<file path="config.mk">
export PLATFORM = sky130hd
export DESIGN_NAME = qsys_system_time_set_ctrl
export DESIGN_NICKNAME = d
export VERILOG_FILES = /design/src/rtl/qsys_system_time_set_ctrl.sv
export SDC_FILE = /design/constraint.sdc
export NUM_CORES = 1
export LEC_CHECK = 0
export BUFFER_PORTS_ARGS = -buffer_cell sky130_fd_sc_hd__buf_2
export CORE_ASPECT_RATIO = 0.5
export CORE_MARGIN = 4
export CORE_UTILIZATION = 52
export DETAILED_ROUTE_END_ITERATION = 10
export PLACE_DENSITY = 0.81
export SKIP_LAST_GASP = 1
export SLEW_MARGIN = 20
export SYNTH_ARGS = -nofsm -noshare
export SYNTH_HDL_FRONTEND = slang
export SYNTH_SLANG_ARGS = --single-unit
export TNS_END_PERCENT = 100
</file>
<file path="constraint.sdc">
create_clock -name clk -period 2.46 [get_ports clk]
set_clock_uncertainty 0.2 [all_clocks]
set_input_delay 0.492 -clock clk [delete_from_list [all_inputs] [get_ports clk]]
set_output_delay 0.492 -clock clk [all_outputs]
set_load 0.02 [all_outputs]
</file>
<file path="src/rtl/qsys_system_time_set_ctrl.sv">
// Front-panel time-setting controller: debounced MODE/ADVANCE buttons drive a
// RUN/SET_HOUR/SET_MIN sequencer with auto-repeat, exposed over an Avalon-MM slave.
module qsys_system_time_set_ctrl #(
    parameter int unsigned DEBOUNCE_CYCLES = 500000,
    parameter int unsigned REPEAT_DELAY    = 25000000,
    parameter int unsigned REPEAT_PERIOD   = 5000000,
    parameter int unsigned CNT_W           = 25
) (
    input  logic        clk,
    input  logic        reset_n,
    input  logic [1:0]  in_port,
    input  logic [1:0]  address,
    input  logic        chipselect,
    input  logic        write_n,
    input  logic [31:0] writedata,
    output logic [31:0] readdata,
    output logic        irq,
    output logic [4:0]  set_hour,
    output logic [5:0]  set_min,
    output logic        load,
    output logic [1:0]  mode
);

    typedef enum logic [1:0] {
        ST_RUN      = 2'd0,
        ST_SET_HOUR = 2'd1,
        ST_SET_MIN  = 2'd2
    } state_t;

    localparam logic [CNT_W-1:0] DB_LAST    = CNT_W'(DEBOUNCE_CYCLES - 1);
    localparam logic [CNT_W-1:0] RPT_DLY_M1 = CNT_W'(REPEAT_DELAY - 1);
    localparam logic [CNT_W-1:0] RPT_PER_M1 = CNT_W'(REPEAT_PERIOD - 1);
    localparam logic [CNT_W-1:0] CNT_ONE    = CNT_W'(1);

    state_t           r_state;
    state_t           w_next_state;
    logic [1:0]       r_sync1;
    logic [1:0]       r_sync2;
    logic [1:0]       w_db;
    logic [1:0]       r_db_q;
    logic [1:0]       w_press;
    logic             w_wr;
    logic             w_rd;
    logic             w_abort;
    logic             w_trans;
    logic             w_commit;
    logic             w_hold;
    logic             w_step;
    logic             r_rpt_act;
    logic [CNT_W-1:0] r_rpt_cnt;
    logic [4:0]       r_hour;
    logic [5:0]       r_min;
    logic             r_load;
    logic [1:0]       r_irq_mask;
    logic [1:0]       r_event;
    logic [31:0]      r_readdata;
    logic [31:0]      w_rdata;

    always_ff @(posedge clk or negedge reset_n) begin
        if (!reset_n) begin
            r_sync1 <= '1;
            r_sync2 <= '1;
            r_db_q  <= '1;
        end else begin
            r_sync1 <= in_port;
            r_sync2 <= r_sync1;
            r_db_q  <= w_db;
        end
    end

    for (genvar g = 0; g < 2; g++) begin : g_debounce
        logic             r_db_bit;
        logic [CNT_W-1:0] r_cnt;

        always_ff @(posedge clk or negedge reset_n) begin
            if (!reset_n) begin
                r_db_bit <= 1'b1;
                r_cnt    <= '0;
            end else if (r_sync2[g] == r_db_bit) begin
                r_cnt <= '0;
            end else if (r_cnt == DB_LAST) begin
                r_db_bit <= r_sync2[g];
                r_cnt    <= '0;
            end else begin
                r_cnt <= r_cnt + CNT_ONE;
            end
        end

        assign w_db[g] = r_db_bit;
    end

    assign w_press = r_db_q & ~w_db;
    assign w_wr    = chipselect & ~write_n;
    assign w_rd    = chipselect & write_n;
    assign w_abort = w_wr && (address == 2'd0) && writedata[0];

    always_ff @(posedge clk or negedge reset_n) begin
        if (!reset_n) r_state <= ST_RUN;
        else          r_state <= w_next_state;
    end

    // Abort outranks a MODE press; a MODE press suppresses any ADVANCE step that cycle.
    always_comb begin
        w_next_state = r_state;
        if (w_abort) begin
            w_next_state = ST_RUN;
        end else if (w_press[0]) begin
            case (r_state)
                ST_RUN:      w_next_state = ST_SET_HOUR;
                ST_SET_HOUR: w_next_state = ST_SET_MIN;
                default:     w_next_state = ST_RUN;
            endcase
        end
        w_trans  = (w_next_state != r_state);
        w_commit = (r_state == ST_SET_MIN) && w_press[0] && !w_abort;
        w_hold   = (r_state != ST_RUN) && !w_trans && !w_db[1];
        w_step   = w_hold && (w_press[1] || (r_rpt_act && (r_rpt_cnt == '0)));
    end

    // Countdown to the next repeat step; armed only by a press inside a SET state.
    always_ff @(posedge clk or negedge reset_n) begin
        if (!reset_n) begin
            r_rpt_act <= 1'b0;
            r_rpt_cnt <= '0;
        end else if (!w_hold) begin
            r_rpt_act <= 1'b0;
            r_rpt_cnt <= '0;
        end else if (w_press[1]) begin
            r_rpt_act <= 1'b1;
            r_rpt_cnt <= RPT_DLY_M1;
        end else if (r_rpt_act) begin
            if (r_rpt_cnt == '0) r_rpt_cnt <= RPT_PER_M1;
            else                 r_rpt_cnt <= r_rpt_cnt - CNT_ONE;
        end
    end

    always_comb begin
        w_rdata = '0;
        case (address)
            2'd0: w_rdata[1:0] = r_state;
            2'd1: begin
                w_rdata[12:8] = r_hour;
                w_rdata[5:0]  = r_min;
            end
            2'd2: w_rdata[1:0] = r_irq_mask;
            default: w_rdata[1:0] = r_event;
        endcase
    end

    always_ff @(posedge clk or negedge reset_n) begin
        if (!reset_n) begin
            r_hour     <= '0;
            r_min      <= '0;
            r_load     <= 1'b0;
            r_irq_mask <= '0;
            r_event    <= '0;
            r_readdata <= '0;
        end else begin
            if (w_wr && (address == 2'd1) && (r_state == ST_RUN)) begin
                r_hour <= (writedata[12:8] > 5'd23) ? '0 : writedata[12:8];
                r_min  <= (writedata[5:0] > 6'd59) ? '0 : writedata[5:0];
            end else if (w_step) begin
                if (r_state == ST_SET_HOUR) r_hour <= (r_hour == 5'd23) ? '0 : r_hour + 5'd1;
                else                        r_min  <= (r_min == 6'd59) ? '0 : r_min + 6'd1;
            end
            if (w_wr && (address == 2'd2)) r_irq_mask <= writedata[1:0];
            r_event    <= ((w_wr && (address == 2'd3)) ? 2'b00 : r_event) | {w_trans, w_commit};
            r_load     <= w_commit;
            r_readdata <= w_rd ? w_rdata : '0;
        end
    end

    assign readdata = r_readdata;
    assign irq      = |(r_event & r_irq_mask);
    assign set_hour = r_hour;
    assign set_min  = r_min;
    assign load     = r_load;
    assign mode     = r_state;

endmodule

</file>
# Word level (Yosys, flattened, before mapping)
# Cells that the tools add are included.
# classes
reduce_logical,27
add_sub_neg,5
bitwise_logic,9
n_mux,28
eq_ne,15
order_cmp,2
# ops
operator,count
25-bit two-way mux,8
25-bit by 1-bit adder with 25-bit output (second input constant),2
25-bit by 19-bit == test with 1-bit output (second input constant),2
5-bit two-way mux,6
6-bit two-way mux,5
25-bit zero test,1
25-bit by 1-bit subtractor with 25-bit output (second input constant),1
13-bit two-way mux,1
1-bit logical AND,12
2-bit AND reduction,4
6-bit by 1-bit adder with 6-bit output (second input constant),1
2-bit == test (second input constant),3
6-bit == test (second input constant),1
6-bit greater-than comparator (second input constant),1
2-bit two-way mux,3
2-bit case mux with 3 select lines,1
2-bit nonzero test,3
5-bit by 1-bit adder with 5-bit output (second input constant),1
5-bit == test (second input constant),1
5-bit greater-than comparator (second input constant),1
2-bit bitwise AND,2
2-bit by 1-bit == test with 1-bit output (second input constant),2
2-bit zero test,2
4-bit two-way mux,1
other kinds (13),21
# word_totals
elab_cells,102
regBits,115

# Depth between registers and ports, before layout
# depth
word_depth,12
ltp_mapped,11

# Worst setup path before layout
# Ideal clock, no wire load.
# synth_path
path_type,flip-flop to flip-flop
start,register r_rpt_cnt[0]
end,"register r_min[0], in the netlist set_min[0]"
arrival_time_ps,2390
required_ps,2135
stages_incl_launch_ff,11
synth_period_minus_slack_ps,2715
setup_slack_ps,-255
path_cell_list,dfrtp_1 > inv_1 > ha_1 > nor3b_1 > and4_1 > clkbuf_1 > a21oi_2 > or3_1 > buf_6 > a21oi_4 > mux2_4
# synth_between
elab_chain_cells,6
# synth_lines
element,line,text
"start, declared",50,logic [CNT_W-1:0] r_rpt_cnt;
"start signal, assigned",133,else r_rpt_cnt <= r_rpt_cnt - CNT_ONE;
25-bit zero test,117,w_step = w_hold && (w_press[1] || (r_rpt_act && (r_rpt_cnt == '0)));
1-bit logical AND,117,
1-bit logical OR,117,
1-bit logical AND,117,
2-bit nonzero test (no line),--,
2-bit AND reduction (no line),--,
"end signal, assigned",161,r_min <= (writedata[5:0] > 6'd59) ? '0 : writedata[5:0];
"end signal, assigned",164,else r_min <= (r_min == 6'd59) ? '0 : r_min + 6'd1;
"end, declared",52,logic [5:0] r_min;
# Every way passes these cells.
# A chain may end at the register's enable or synchronous reset.

# Final worst setup path
# layout_path
start,register r_rpt_cnt[12]
end,"register r_min[4], in the netlist set_min[4]"
# Same word-level chain as after synthesis.

==> out/qor.yml <==
syn_area_per_cell_um2: 9.70
cp_slowest_cell: "or4_4"
critPathTopFamily: "simple AND/OR/NAND/NOR gates"
ir_worst_vdd_v: 0.000594
critPathLaunchType: "flop"
insertion_delay_ps: 420
worstHoldEndpoint: "r_irq_mask[1]$_DFFE_PN0P_"
reg2reg_to: "set_min[4]$_DFFE_PN0P_"
grt_pass1_wl_um: 25200
async_flop_share: 1.00
cts_tree: "done"
r2r_setup_slack_ps: -270
first_pass_iters: 6
io_buffers: 44
core_um2: 10600
cts_root_buffer: "clkbuf_16"
rows: 26
reg2regPathDepth: 6
status: "complete, but fails checks"
wire_per_inst_um: 17.4
drt_wl_total_um: 15200
cts-buffers-inserted: 17
ys_ff_latch: 113
final-setup-viol-count: 16
max_stage_delay_ps: 570
rsz0062_at_grt: "true"
maxCapViolCount: 0
static-leakage-power_nw: 3.48
cp_cell_sequence: "or4_4, nor4_4, a21oi_2, or3_4, a21oi_4, mux2_4"
worst_slack_ps: -269
holdPathStages: 2
crit_fanout: 5
critPathBufInv: 0
grt_pass1_vias: 5152
yosysUniqueCellTypes: 58
cp.depth: 6
crit_path_end_kind: "flop"
syn_area_um2: 5820
min_period_over_period: 1.11
final.min_clock_period_ps: 2730
clock_sinks: 113
hp-class: "input pin to flop"
crit_required_ps: 2560
antenna_found_initial: 0
final_cell_mix: "105 x dfrtp_1, 98 x nor2_1, 61 x buf_4"
nets: 764
grt_max_degree: 43
dp_cells: 829
die_area_um2: 13100
ys_seq_area_frac: 0.487
ys.flop_type: "dfrtp_1"
vias_per_cell: 5.93
dp_hpwl_um: 9210
die_x_um: 158
antenna_left: 0
fin_cells: 872
slew_headroom: 0.368
clockBufferDepth: 2
area_growth_pct: 29.5
timing.rr.start: "r_rpt_cnt[12]$_DFFE_PN0P_"
total_power_mw: 5.43
drc: 0
final_hold_viol_count: 0
synth_edf_count: 0
powerDensity_nw_per_um2: 720
drive_above_1_share: 0.281
worst_pin_slew_ps: 936
yosysWarnings: 0
critical_path_arrival_ps: 2830
slew_viol_final: 0
pin_count: 87
grt_usage: 0.240
gp_congestion: 0.899
layout.cells.most_common: "dfrtp_1"
critPathKind: "flop to flop"
diodes: 0
violations: "setup timing"
die_y_um: 82.8
fmax_ghz: 0.366
min_from: "writedata[1]"
clk_pin_slew_worst_paths_ps: 60
first_iter_violations: 511
grt_overflow: 0
num_vias: 5173
postSynthCellCount: 600
ctsHtreeMaxLevel: 4
start_util: 0.551
## cell families after synthesis
group           share of synthesized area
compound gates                      0.109
xor+xnor                           0.0722
fa+ha+maj                          0.0107
buf+inv                            0.0471
flops                               0.487
mux                                0.0309
other cells                      0.000644
simple gates                        0.242
## worst reg2reg max path, cell delays in order (launching register included)
cell and delay [ps]:
dfrtp_1 390, or4_4 570, nor4_4 310, a21oi_2 110, or3_4 460, a21oi_4 250
mux2_4 320
## cell type report
class	instances	area, um^2
Multi-Input combinational cell	457	2970
Sequential cell	113	2840
Clock inverter	14	226
Tap cell	140	175
Fill cell	676	3030
Timing Repair Buffer	119	856
Inverter	11	41.3
Clock buffer	18	439
## sequential cells by signal, summed over array words and instances, names as in the netlist
name and count:
readdata 11, r_rpt_act 1, g_debounce.r_db_bit 2, r_db_q 2, g_debounce.r_cnt 50, r_sync2 2, set_min 6, mode 2
r_event 2, r_rpt_cnt 25, r_sync1 2, set_hour 5, r_irq_mask 2, load 1
## worst max-delay path by stage
stage,startpoint,endpoint,slack (ps)
2_1_floorplan,r_rpt_cnt[18]$_DFFE_PN0P_,set_min[0]$_DFFE_PN0P_,-220
3_3_place_gp,r_rpt_cnt[0]$_DFFE_PN0P_,r_rpt_cnt[15]$_DFFE_PN0P_,-300
3_5_place_dp,r_rpt_cnt[0]$_DFFE_PN0P_,r_rpt_cnt[15]$_DFFE_PN0P_,-350
4_1_cts,r_rpt_cnt[1]$_DFFE_PN0P_,r_rpt_cnt[23]$_DFFE_PN0P_,-210
5_1_grt,r_rpt_cnt[0]$_DFFE_PN0P_,set_hour[1]$_DFFE_PN0P_,-290
6_report,r_rpt_cnt[12]$_DFFE_PN0P_,set_min[4]$_DFFE_PN0P_,-270
## layer usage
metal,track usage,up-vias,wire length (um)
li1,-,2347,-
met1,0.319,2498,6380
met2,0.381,288,7290
met3,0.0706,40,1300
met4,0.0718,0,218
met5,0,-,0
## metrics by stage
stage	util	instance area (um^2)	hold WS, ps	setup slack, ps	TNS (ps)
CTS	0.703	7430	112	-210	-2000
finish	0.713	7540	128	-269	-2950
global placement	0.623	6580	146	-305	-4040
floorplan	-	5910	-3.59	-222	-1810
global route	0.713	7540	113	-290	-3630
detailed placement	0.623	6580	153	-352	-4570
## repair_timing
| action | in CTS | in global routing |
|---|---|---|
| cloned | 0 | 0 |
| setup endpoints to repair | 26 | 26 |
| buffers inserted | 4 | 7 |
| hold buffers | 3 | 0 |
| pin swaps | 7 | 19 |
| gates resized for setup | 24 | 22 |
| endpoints found under the hold margin | 34 | 0 |
## cell usage after synthesis, drive strengths merged (8+ instances only)
master,n,area [um^2]
inv,11,41.3
dfrtp,105,2630
or4,8,67.6
nand2,38,143
nor2,98,368
nand3,35,175
a21oi,26,145
a311oi,8,70.1
nand4,10,62.6
buf,22,169
xor2,31,272
o21ai,26,141
dfstp,8,210
mux2,11,135
clkbuf,17,63.8
and3,10,62.6
nor3,18,90.1
and2,8,50.1
or3,12,75.1
xnor2,17,149
## report_power, final
group	switching, mW	internal, mW	total, mW	leakage [nW]
logic	0.374	0.245	0.619	1.65
clock network	0.945	1.84	2.79	0.318
registers	0.0893	1.94	2.02	1.52
Note: power is estimated with default switching activity, not from simulation.
